File: src/rtl/mem_ctrl.sv
// Byte-serial memory controller: arbitrates instruction fetches and load/store
// requests onto a single byte-wide RAM port and reassembles fetched words.
module mem_ctrl #(
    parameter int ADDR_W = 32
) (
    input  logic              clk,
    input  logic              rst_n,
    input  logic              ic_asking,
    input  logic [ADDR_W-1:0] ic_addr,
    input  logic              flush,
    output logic [31:0]       ic_data,
    output logic              ic_ready,
    input  logic              lsb_valid,
    input  logic              lsb_we,
    input  logic [ADDR_W-1:0] lsb_addr,
    input  logic [1:0]        lsb_size,
    input  logic              lsb_signed,
    input  logic [31:0]       lsb_wdata,
    output logic [31:0]       lsb_rdata,
    output logic              lsb_done,
    output logic              lsb_busy,
    output logic [ADDR_W-1:0] mem_a,
    output logic [7:0]        mem_dout,
    output logic              mem_wr,
    input  logic [7:0]        mem_din
);

    typedef enum logic [1:0] {IDLE, IFETCH, LOAD, STORE} state_t;

    state_t            state, state_nx;
    logic              ic_pend;
    logic [ADDR_W-1:0] ic_pend_addr;
    logic              lsb_pend;
    logic              lsb_we_q;
    logic [ADDR_W-1:0] lsb_addr_q;
    logic [1:0]        lsb_size_q;
    logic              lsb_signed_q;
    logic [31:0]       lsb_wdata_q;
    logic [ADDR_W-1:0] base;
    logic [2:0]        cnt;
    logic [2:0]        nbytes;
    logic [7:0]        b0, b1, b2;

    logic              lsb_cap, lsb_req, ic_req;
    logic              req_we;
    logic [ADDR_W-1:0] req_addr, ic_req_addr;
    logic [1:0]        req_size;
    logic [31:0]       req_wdata;
    logic              acc_lsb, acc_ic, fin, abort, last;
    logic [31:0]       word_all, ld_word;

    function automatic logic [2:0] size_n(input logic [1:0] s);
        case (s)
            2'b00:   return 3'd1;
            2'b01:   return 3'd2;
            default: return 3'd4;
        endcase
    endfunction

    // A pending LSB slot already holds busy high, so direct capture and
    // slot hit can never both be true.
    always_comb begin
        lsb_cap     = lsb_valid && !lsb_busy;
        lsb_req     = lsb_pend || lsb_cap;
        ic_req      = ic_asking || (ic_pend && !flush);
        ic_req_addr = ic_asking ? ic_addr : ic_pend_addr;
        req_we      = lsb_pend ? lsb_we_q    : lsb_we;
        req_addr    = lsb_pend ? lsb_addr_q  : lsb_addr;
        req_size    = lsb_pend ? lsb_size_q  : lsb_size;
        req_wdata   = lsb_pend ? lsb_wdata_q : lsb_wdata;
        last        = (cnt == nbytes);
        state_nx    = state;
        acc_lsb     = 1'b0;
        acc_ic      = 1'b0;
        fin         = 1'b0;
        abort       = 1'b0;
        unique case (state)
            IDLE: begin
                if (lsb_req) begin
                    acc_lsb  = 1'b1;
                    state_nx = req_we ? STORE : LOAD;
                end else if (ic_req) begin
                    acc_ic   = 1'b1;
                    state_nx = IFETCH;
                end
            end
            IFETCH: begin
                if (flush) begin
                    abort    = 1'b1;
                    state_nx = IDLE;
                end else if (last) begin
                    fin      = 1'b1;
                    state_nx = IDLE;
                end
            end
            LOAD, STORE: begin
                if (last) begin
                    fin      = 1'b1;
                    state_nx = IDLE;
                end
            end
            default: state_nx = IDLE;
        endcase
    end

    always_comb begin
        word_all = {mem_din, b2, b1, b0};
        case (nbytes)
            3'd1:    ld_word = {{24{lsb_signed_q & mem_din[7]}}, mem_din};
            3'd2:    ld_word = {{16{lsb_signed_q & mem_din[7]}}, mem_din, b0};
            default: ld_word = word_all;
        endcase
    end

    always_ff @(posedge clk) begin
        if (!rst_n) begin
            state        <= IDLE;
            ic_pend      <= 1'b0;
            ic_pend_addr <= '0;
            lsb_pend     <= 1'b0;
            lsb_we_q     <= 1'b0;
            lsb_addr_q   <= '0;
            lsb_size_q   <= 2'b00;
            lsb_signed_q <= 1'b0;
            lsb_wdata_q  <= '0;
            base         <= '0;
            cnt          <= 3'd0;
            nbytes       <= 3'd0;
            b0           <= 8'h00;
            b1           <= 8'h00;
            b2           <= 8'h00;
            ic_data      <= '0;
            ic_ready     <= 1'b0;
            lsb_rdata    <= '0;
            lsb_done     <= 1'b0;
            lsb_busy     <= 1'b0;
            mem_a        <= '0;
            mem_dout     <= 8'h00;
            mem_wr       <= 1'b0;
        end else begin
            state    <= state_nx;
            ic_ready <= 1'b0;
            lsb_done <= 1'b0;
            // Flush clears the slot before a same-edge request re-arms it.
            if (flush) ic_pend <= 1'b0;
            if (ic_asking) begin
                ic_pend      <= 1'b1;
                ic_pend_addr <= ic_addr;
            end
            if (acc_ic) ic_pend <= 1'b0;
            if (lsb_cap) begin
                lsb_pend     <= 1'b1;
                lsb_busy     <= 1'b1;
                lsb_we_q     <= lsb_we;
                lsb_addr_q   <= lsb_addr;
                lsb_size_q   <= lsb_size;
                lsb_signed_q <= lsb_signed;
                lsb_wdata_q  <= lsb_wdata;
            end
            if (acc_lsb) lsb_pend <= 1'b0;
            if (acc_lsb || acc_ic) begin
                base   <= acc_lsb ? req_addr : ic_req_addr;
                mem_a  <= acc_lsb ? req_addr : ic_req_addr;
                cnt    <= 3'd1;
                nbytes <= acc_lsb ? size_n(req_size) : 3'd4;
                if (acc_lsb && req_we) begin
                    mem_dout <= req_wdata[7:0];
                    mem_wr   <= 1'b1;
                end
            end else if (state != IDLE && !abort) begin
                if (state != STORE) begin
                    case (cnt)
                        3'd1:    b0 <= mem_din;
                        3'd2:    b1 <= mem_din;
                        3'd3:    b2 <= mem_din;
                        default: ;
                    endcase
                end
                if (!last) begin
                    mem_a <= base + ADDR_W'(cnt);
                    cnt   <= cnt + 3'd1;
                    case (cnt)
                        3'd1:    mem_dout <= lsb_wdata_q[15:8];
                        3'd2:    mem_dout <= lsb_wdata_q[23:16];
                        default: mem_dout <= lsb_wdata_q[31:24];
                    endcase
                end
            end
            if (fin) begin
                unique case (state)
                    IFETCH: begin
                        ic_ready <= 1'b1;
                        ic_data  <= word_all;
                    end
                    LOAD: begin
                        lsb_done  <= 1'b1;
                        lsb_busy  <= 1'b0;
                        lsb_rdata <= ld_word;
                    end
                    STORE: begin
                        lsb_done <= 1'b1;
                        lsb_busy <= 1'b0;
                        mem_wr   <= 1'b0;
                    end
                    default: ;
                endcase
            end
        end
    end

endmodule

File: config.mk
export PLATFORM = sky130hd
export DESIGN_NAME = mem_ctrl
export DESIGN_NICKNAME = d
export VERILOG_FILES = /design/src/rtl/mem_ctrl.sv
export SDC_FILE = /design/constraint.sdc
export NUM_CORES = 1
export LEC_CHECK = 0
export BUFFER_PORTS_ARGS = -buffer_cell sky130_fd_sc_hd__buf_2
export CAP_MARGIN = 20
export CORE_UTILIZATION = 35
export CTS_BUF_LIST = sky130_fd_sc_hd__clkbuf_4 sky130_fd_sc_hd__clkbuf_8 sky130_fd_sc_hd__clkbuf_16
export CTS_CLUSTER_SIZE = 25
export DETAILED_ROUTE_END_ITERATION = 12
export GPL_ROUTABILITY_DRIVEN = 0
export PLACE_DENSITY = 0.55
export SLEW_MARGIN = 40
export SYNTH_ARGS = -nofsm -noshare
export SYNTH_HDL_FRONTEND = slang
export SYNTH_SLANG_ARGS = --single-unit
File: constraint.sdc
create_clock -name clk -period 2.3 [get_ports clk]
set_input_delay 0.46 -clock clk [delete_from_list [all_inputs] [get_ports clk]]
set_output_delay 0.46 -clock clk [all_outputs]
set_load 0.01 [all_outputs]
==> results.yml <==
floorplanning:
  initial_utilization_pct: 35.62
  ios: 221
  die_w_um: 184.0
  die_h_um: 184.0
  core_um2: 32540
  die-area_um2: 33840
  rows: 66
cts:
  cts.sinks: 274
  clkTransAtPathRegs_ns: 0.06
  cts.path.max_buffers: 3
  clock_latency_ns: 0.55
  cts_tree: "yes"
  cts_hold_buf: 0
  clock_tree.root_cell: "clkbuf_16"
  cts_made_buffers: 30
  htree_levels: 1
detailed_routing:
  wl_mm: 36.16
  num_vias: 10570
  viasPerCell: 5.143
  ant_nets: 0
  routedWlPerCell_um: 17.59
  drc: 0
  dr.pass1.iters: 5
  dr.first_iter.drc_count: 759
sta:
  tightest_slew_ns: 0.5715
  hold_violations: 0
  worst_slack_ns: 0.1390
  fin_worst_skew_ns: 0.008412
  period_share_pct: 93.96
  hold_slack_ns: 0.1495
  setup_viol: 0
  max_slew_margin_pct: 61.82
  fin_setup_tns_ns: 0
  fmax_mhz: 462.8
  min_period_ns: 2.161
  rsz0062_at_grt: "no"
  drv_slew: 0
pwr:
  p_clk_share_pct: 34.6
  finalPower_mw: 13.90
  p_comb_share_pct: 24.2
  vdd_drop_max_mv: 0.5941
  p_leak_nw: 5.859
  switching_share_pct: 31.95
  p_per_area_nw_per_um2: 963.0
  intPower_mw: 9.458
  switchingPower_mw: 4.440
  p_seq_share_pct: 41.2
synthesis:
  syn_nets: 1501
  ys_warn_count: 0
  synthFlopType: "dfxtp_1"
  synth.area.mux_share_pct: 7.633
  synth_compound_area_share_pct: 20.34
  ys_ff_latch: 274
  netlist-cell-type-count: 63
  syn_area_per_cell_um2: 8.398
  async_flop_share_pct: 0
  synth.area.top_cells: "dfxtp_1 47%, a21oi_1 9.6%, nand2_1 9.1%, mux2i_1 6.6%, nor2_1 3.1%"
  synthCells: 1380
  yosys.area.top_type: "dfxtp_1"
  netlist_area_um2: 11590
  yosys.area_share.adder_pct: 0.9285
  yosys.area_share.xor_xnor_pct: 2.267
  synthSimpleGateAreaFrac_pct: 17.62
  synth_top_area_share_pct: 47.33
  synth_edf_count: 0
  synth_top_family_by_area: "compound AO/OA/AOI/OAI gates"
  ys_seq_area_share_pct: 47.33
place:
  pre_cts_slack_ns: 0.08272
  dpl.cell_count: 1998
  dpl.hpwl_mm: 25.34
  port_buffers: 220
  placed_area_um2: 13420
setup_path:
  arrival_ns: 2.61
  critPathCaptureType: "flip-flop"
  crit_fanout: 8
  start_kind: "flip-flop"
  worstSetupPathType: "flip-flop to flip-flop"
  required_ns: 2.74
grt:
  grt_start_max_net_pins: 61
  track_usage_pct: 20.79
  grt_overflow: 0
  first_global_vias: 9653
  antenna_found_initial: 3
  grt_pass1_wl_mm: 55.44
layout:
  layout.cells.non_filler: 2056
  final_area_um2: 14430
  final_net_count: 1709
  fill_cells: 3311
  area_delta_synth_final_pct: 24.53
  layout_commonest_cell: "nand2_1"
  final_cell_mix: "282 x nand2_1, 272 x dfxtp_1, 223 x a21oi_1"
  fin_util_pct: 44.35
  layout-drive-gt1-share_pct: 23.33
outcome:
  outcome: "finished clean"
run:
  drv_cap: 0
min_path:
  hp-class: "input pin to flip-flop"
[area by class of cell]
type	instances	area, um2	share of cell area, %
repair buffers	281	1659	11.50
inverters	8	35.03	0.2428
well taps	442	553.0	3.832
diodes	2	5.005	0.03468
clock inverters	9	72.57	0.5029
clock buffers	47	920.9	6.381
multi-input cells	993	5698	39.48
flip-flops and latches	274	5488	38.03
[registers in the layout, indices dropped and copies added (netlist names)]
name and flops:
base 32, ic_data 32, ic_pend_addr 32, lsb_addr_q 32, lsb_rdata 32, lsb_wdata_q 32, mem_a 32, b0 8
b1 8, b2 8, mem_dout 8, cnt 3, nbytes 3, lsb_size_q 2, state 2, ic_pend 1
ic_ready 1, lsb_busy 1, lsb_done 1, lsb_pend 1, lsb_signed_q 1, lsb_we_q 1, mem_wr 1
[cells in the mapped netlist, types with 8 or more instances]
master and number:
a211oi_1 15, a21oi_1 223, a22oi_1 9, buf_1 12, buf_2 14, clkbuf_1 78, dfxtp_1 274, inv_1 8
mux2_2 11, mux2i_1 76, nand2_1 282, nand3_1 28, nor2_1 95, nor2b_1 13, nor3_1 15, o211ai_1 20
o21ai_0 48, o22a_1 13, o22ai_1 14, xnor2_1 14, xor2_1 16
[cells by family (layout without fill, tap and decap cells)]
kind of cell / Yosys count / in the layout
XOR/XNOR: 30 / 30
multiplexers: 87 / 87
buffers and inverters: 113 / 345
flip-flops: 274 / 274
AND/OR/NAND/NOR: 474 / 474
adder cells (fa/ha/maj): 8 / 8
other: 0 / 2
AO/OA/AOI/OAI: 394 / 394
[path summary, 6_finish.rpt]
| check | startpoint | to | slack [ns] | depth (start not counted) |
|---|---|---|---|---|
| worst min register to register | lsb_size_q[1]$_SDFFE_PN0P_ | lsb_size_q[1]$_SDFFE_PN0P_ | 0.45 | 2 |
| worst min-delay path | lsb_wdata[14] | lsb_wdata_q[14]$_SDFFE_PN0P_ | 0.15 | 3 |
| worst max register to register | cnt[2]$_SDFFE_PP0P_ | mem_a[27]$_SDFFE_PN0P_ | 0.14 | 7 |
| worst max-delay path | cnt[2]$_SDFFE_PP0P_ | mem_a[27]$_SDFFE_PN0P_ | 0.14 | 7 |
[power by group through the flow]
stage | logic [mW] | clock network [mW] | registers (mW)
floorplan | 1.84 | 0 | 5.86
global placement | 3.32 | 0 | 5.82
detailed placement | 3.35 | 0 | 5.83
CTS | 3.37 | 4.90 | 5.73
global route | 3.68 | 5.11 | 5.80
finish | 3.36 | 4.80 | 5.73
[timing repair]
| item | CTS | global route |
|---|---|---|
| buffers inserted | 0 | 0 |
| endpoints found under the setup margin | 0 | 12 |
| resized for setup | 0 | 3 |
| endpoints found under the hold margin | 0 | 0 |
[critical path, stage by stage (launching register included)]
cell and delay [ns]:
dfxtp_1 0.34, ha_1 0.33, nor2_1 0.09, or4b_1 0.50, buf_4 0.19, nor4_4 0.15
xnor2_1 0.12, a2111oi_2 0.34
[metal layers]
layer  vias to the layer above  track usage [%]  wire (um)
li1                       5246                -          -
met1                      4972            31.07      17750
met2                       313            31.36      15810
met3                        41            2.773       2018
met4                         2            4.667        569
met5                         -                0          8
Note: power is estimated with default switching activity, not from simulation.
